$ cat config.mk
export PLATFORM = sky130hd
export DESIGN_NAME = junction_phase_sched
export DESIGN_NICKNAME = d
export VERILOG_FILES = /design/src/rtl/junction_phase_sched.sv
export SDC_FILE = /design/constraint.sdc
export NUM_CORES = 1
export LEC_CHECK = 0
export CORE_ASPECT_RATIO = 2
export CORE_MARGIN = 3
export CORE_UTILIZATION = 40
export DETAILED_ROUTE_END_ITERATION = 10
export GPL_TIMING_DRIVEN = 1
export PLACE_DENSITY = 0.71
export SKIP_CTS_REPAIR_TIMING = 1
export SYNTH_ARGS = -nofsm -noshare
export SYNTH_HDL_FRONTEND = slang
export SYNTH_SLANG_ARGS = --single-unit
export TNS_END_PERCENT = 20
$ cat constraint.sdc
create_clock -name clock -period 2.72 [get_ports clock]
set_input_delay 0.68 -clock clock [delete_from_list [all_inputs] [get_ports clock]]
set_output_delay 0.68 -clock clock [all_outputs]
set_load 0.1 [all_outputs]
$ cat src/rtl/junction_phase_sched.sv
//==============================================================================
// junction_phase_sched : four-approach junction phase scheduler, main road
// resting in green, round-robin side approaches, all-red pedestrian walk.
// Revision: 1.0
//==============================================================================
`default_nettype none

module junction_phase_sched #(
   parameter int MIN_G     = 5,
   parameter int MAX_G     = 20,
   parameter int Y_TIME    = 3,
   parameter int AR_TIME   = 2,
   parameter int WALK_TIME = 8
) (
   input  logic       clock,
   input  logic       clear,
   input  logic [3:0] car_req,
   input  logic       ped_req,
   output logic [7:0] sig_out,
   output logic       walk,
   output logic [1:0] phase_id,
   output logic       ped_wait
);

   localparam logic [1:0] S_GREEN   = 2'd0;
   localparam logic [1:0] S_YELLOW  = 2'd1;
   localparam logic [1:0] S_ALL_RED = 2'd2;
   localparam logic [1:0] S_WALK    = 2'd3;

   localparam logic [1:0] LAMP_YELLOW = 2'd1;
   localparam logic [1:0] LAMP_GREEN  = 2'd2;

   localparam logic [7:0] MIN_G_LAST  = 8'(MIN_G - 1);
   localparam logic [7:0] MAX_G_LAST  = 8'(MAX_G - 1);
   localparam logic [7:0] Y_LAST      = 8'(Y_TIME - 1);
   localparam logic [7:0] AR_LAST     = 8'(AR_TIME - 1);
   localparam logic [7:0] WALK_LAST   = 8'(WALK_TIME - 1);

   logic [1:0] state, state_nxt;
   logic [1:0] owner, owner_nxt;
   logic [1:0] last_side, last_side_nxt;
   logic       from_main, from_main_nxt;
   logic       after_walk, after_walk_nxt;
   logic [7:0] cnt;
   logic       ped_pend;

   logic       side_found;
   logic [1:0] side_pick;
   logic [1:0] cand;

   // Round-robin over sides 1..3 starting after last_side; last_side itself
   // is tried last so a lone requester is never starved.
   always_comb begin
      side_found = 1'b0;
      side_pick  = 2'd0;
      cand       = last_side;
      for (int i = 0; i < 4; i++) begin
         cand = cand + 2'd1;
         if (!side_found && cand != 2'd0 && car_req[cand]) begin
            side_found = 1'b1;
            side_pick  = cand;
         end
      end
   end

   always_ff @(posedge clock) begin
      if (clear) begin
         state      <= S_GREEN;
         owner      <= 2'd0;
         last_side  <= 2'd3;
         from_main  <= 1'b1;
         after_walk <= 1'b0;
         cnt        <= 8'd0;
         ped_pend   <= 1'b0;
      end else begin
         state      <= state_nxt;
         owner      <= owner_nxt;
         last_side  <= last_side_nxt;
         from_main  <= from_main_nxt;
         after_walk <= after_walk_nxt;
         if (state_nxt != state)
            cnt <= 8'd0;
         else if (cnt != 8'hFF)
            cnt <= cnt + 8'd1;
         // A press on the WALK entry edge stays pending for a later walk.
         ped_pend <= ped_req | (ped_pend & ~(state_nxt == S_WALK && state != S_WALK));
      end
   end

   always_comb begin
      state_nxt      = state;
      owner_nxt      = owner;
      last_side_nxt  = last_side;
      from_main_nxt  = from_main;
      after_walk_nxt = after_walk;
      case (state)
         S_GREEN: begin
            if (owner == 2'd0) begin
               if (cnt >= MIN_G_LAST && ((|car_req[3:1]) || ped_pend))
                  state_nxt = S_YELLOW;
            end else if ((cnt >= MIN_G_LAST && !car_req[owner]) || cnt == MAX_G_LAST) begin
               state_nxt = S_YELLOW;
            end
         end
         S_YELLOW: begin
            if (cnt == Y_LAST) begin
               state_nxt      = S_ALL_RED;
               from_main_nxt  = (owner == 2'd0);
               after_walk_nxt = 1'b0;
            end
         end
         S_ALL_RED: begin
            if (cnt == AR_LAST) begin
               if (ped_pend && !after_walk) begin
                  state_nxt = S_WALK;
               end else if (from_main && side_found) begin
                  state_nxt     = S_GREEN;
                  owner_nxt     = side_pick;
                  last_side_nxt = side_pick;
               end else begin
                  state_nxt = S_GREEN;
                  owner_nxt = 2'd0;
               end
            end
         end
         default: begin
            if (cnt == WALK_LAST) begin
               state_nxt      = S_ALL_RED;
               after_walk_nxt = 1'b1;
            end
         end
      endcase
   end

   always_comb begin
      sig_out = 8'h00;
      if (state == S_GREEN)
         sig_out[{owner, 1'b0} +: 2] = LAMP_GREEN;
      else if (state == S_YELLOW)
         sig_out[{owner, 1'b0} +: 2] = LAMP_YELLOW;
      walk     = (state == S_WALK);
      phase_id = owner;
      ped_wait = ped_pend;
   end

endmodule

`default_nettype wire

==> run_results.csv <==
group,metric,value,unit
outcome,outcome,"complete, no violations",
setup_path,reg2reg_slack,0.25,ns
placed_design,hpwl,2.63,mm
sta,max_freq,0.404,GHz
cells_and_area,fin_util,0.551,
routing,routed_wl,3.21,mm
cells_and_area,syn_to_final_growth,29.6,%
worst_hold_path,whs_path_depth,2,
sta,period_share,0.910,
synth,synth_fa_ha_area_frac,0.0676,
placed_design,portBuffers,18,
grt,first_global_vias,1292,
setup_path,rr_worst_depth,8,
sta,fin_crit,2.47,ns
setup_path,worstReg2RegStart,"last_side[0]",
sta,relSlewSlack,0.586,
synth,synth_compound_area_frac,0.203,
setup_path,cp.required,2.84,ns
clocking,clk_pin_slew,0.06,ns
run,cap_violations,0,
sta,clock_skew,0.00130,ns
sta,finalHoldViolations,0,
setup_path,path_max_fanout,7,
grt,antenna_found_initial,0,
setup_path,worstReg2RegEnd,"last_side[1]",
synth,yosysMostFrequentCell,"nor2_1",
power_and_ir_drop,p_leak,0.609,nW
placed_design,place_ws,-0.0259,ns
routing,vias_per_cell,5.94,
synth,syn_area,0.00130,mm²
routing,first_pass_iters,4,
clocking,cts_tree,"done",
clocking,cts_buffers,3,
synth,synth_largest_area_cell,"dfxtp_1",
worst_hold_path,min_from,"after_walk",
setup_path,worstSetupPathType,"reg -> reg",
clocking,cts_buffer_depth,2,
synth,synth_edf_count,0,
setup_path,startpoint_type,"flop",
routing,dr.first_iter.drc_count,33,
setup_path,end_kind,"flop",
die,initial_core_util,0.425,
placed_design,place_congestion,0.840,
die,die_y,86.5,µm
synth,yosysUniqueCellTypes,53,
grt,grt_overflow_total,0,
sta,drv_slew,0,
sta,rsz0062_at_grt,"false",
die,die-area,0.00400,mm²
grt,grt.total_usage,0.192,
clocking,ctsRootBufferMaster,"clkbuf_8",
synth,yosys-top-cells-count,"nor2_1 (23), dfxtp_1 (17), nand2_1 (13), inv_1 (10), nor3_1 (9)",
cells_and_area,num_antenna_cells,0,
synth,yosys.area_share.simple,0.310,
synth,synth.area.mux_share,0.0560,
synth,synth-main-ff-cell,"dfxtp_1",
synth,synth_cells,162,
sta,setup_slack,0.245,ns
power_and_ir_drop,power,0.706,mW
clocking,worstSkewPairLatency,0.25,ns
worst_hold_path,hold_end,"after_walk",
routing,wl_per_cell,15.3,µm
die,placeableCoreArea,0.00305,mm²
setup_path,arrival,2.59,ns
routing,drc,0,
cells_and_area,nets,195,
routing,ant_nets,0,
setup_path,crit_path_cell_trace,"inv_1 > ha_1 > mux2_2 > o211ai_2 > o41a_1 > a31oi_1 > a211oi_1 > a221oi_1",
synth,synth_top_family_by_area,"simple AND/OR/NAND/NOR gates",
worst_hold_path,holdCritPathClass,"reg -> reg",
synth,yosysTopAreaCellShare,0.263,
die,dieWidth,46.3,µm
grt,grt_pass1_wl,5.75,mm
synth,synth_xor_area_frac,0.0405,
die,rows,28,
synth,ys_ff_latch,17,
synth,syn-num-nets,176,
synth,async_reset_ff_frac,0,
grt,grt_max_degree,15,
sta,setup_viol,0,
placed_design,placed_cells,206,
setup_path,cpPeakStageDelay,0.46,ns
sta,worst_pin_slew,0.620,ns
setup_path,crit_buf_inv,1,
synth,synth_area_per_cell,8.00,µm²
synth,synth-seq-area-share,0.263,
setup_path,crit_family,"compound AO/OA/AOI/OAI gates",
cells_and_area,stdcell_count,210,
power_and_ir_drop,p_per_area,420,mW/mm²
routing,via_count,1247,
synth,synthTopCellsByArea,"dfxtp_1 (26%), ha_1 (6.8%), nor2_1 (6.7%)",
clocking,cts.htree.levels,1,
power_and_ir_drop,ir_drop,0.000305,V
die,io_pins,19,
setup_path,cpMaxStageDelayCell,"ha_1",
cells_and_area,drive_gt1_frac,0.239,
synth,yosys_warnings,0,
clocking,clock_sinks,17,
[power by group]
group / switching, mW / internal, mW / total, mW
logic: 0.137 / 0.0862 / 0.223
clock network: 0.0872 / 0.102 / 0.189
registers: 0.0279 / 0.266 / 0.294
total: 0.252 / 0.454 / 0.706
[cell type report]
class	instances	area, µm²
Inverter	10	37.5
Multi-Input combinational cell	126	943
Clock inverter	1	5.00
Clock buffer	3	41.3
Fill cell	297	1370
Tap cell	30	37.5
Sequential cell	17	340
Timing Repair Buffer	23	275
[stage by stage]
stage / TNS (ns) / hold slack [ns] / cell area, µm²
3_3_place_gp: 0 / 0.444 / 1630
3_5_place_dp: -0.0259 / 0.450 / 1630
4_1_cts: 0 / 0.460 / 1680
6_report: 0 / 0.453 / 1680
5_1_grt: 0 / 0.480 / 1680
2_1_floorplan: -0.951 / 0.431 / 1360
[state kept, by name, indices dropped and copies added, names as in the netlist]
| register | flops |
|---|---|
| ped_wait | 1 |
| last_side | 2 |
| cnt | 8 |
| phase_id | 2 |
| from_main | 1 |
| state | 2 |
| after_walk | 1 |
[cell usage in the layout (no fill, tap or decap), types with 2 or more instances in the layout]
cell type,netlist,final
inv_1,10,10
clkdlybuf4s50_1,0,6
nand3b_1,2,2
nor3_2,1,2
o31ai_2,2,2
clkbuf_8,0,3
nand4_1,2,2
or4_1,2,2
nand2b_1,7,7
nor4_4,1,2
o21ai_1,2,2
a211oi_2,2,2
nor2_2,0,2
buf_12,0,7
nand3_1,4,4
a21oi_1,7,7
nand2_1,13,13
xnor2_1,5,5
nor3_4,0,3
nor3_1,9,5
ha_1,7,7
buf_4,0,10
mux2i_1,5,5
dfxtp_1,17,17
mux2_2,2,2
nor2_1,23,20
[worst max path at each step]
stage	from	end	slack, ns	cells after the start
floorplan	phase_id[0]	sig_out[6]	-0.18	3
finish	last_side[0]	last_side[1]	0.25	8
detailed placement	car_req[3]	last_side[1]	-0.03	7
global route	last_side[0]	last_side[1]	0.11	8
global placement	car_req[3]	last_side[1]	0.09	7
CTS	last_side[0]	last_side[1]	0.22	8
[worst min-delay path, stage by stage (launching register included)]
cell	delay, ns
dfxtp_1	0.31
nand2_1	0.05
a21oi_1	0.05
[layer usage]
metal  routed length (µm)  GRT usage  share of wire  vias up
li1                     -          -              -      612
met1                 1100      0.190           0.34      601
met2                 1890      0.344           0.59       21
met3                   64     0.0166          0.020       13
met4                  156      0.132          0.049        0
met5                    0          0              0        -
[cell families after synthesis]
group / count (synthesis)
buf+inv: 19
compound gates: 31
flops: 17
xor+xnor: 6
simple gates: 75
mux: 7
fa+ha+maj: 7
No activity file was read; power rests on OpenSTA's default activity.
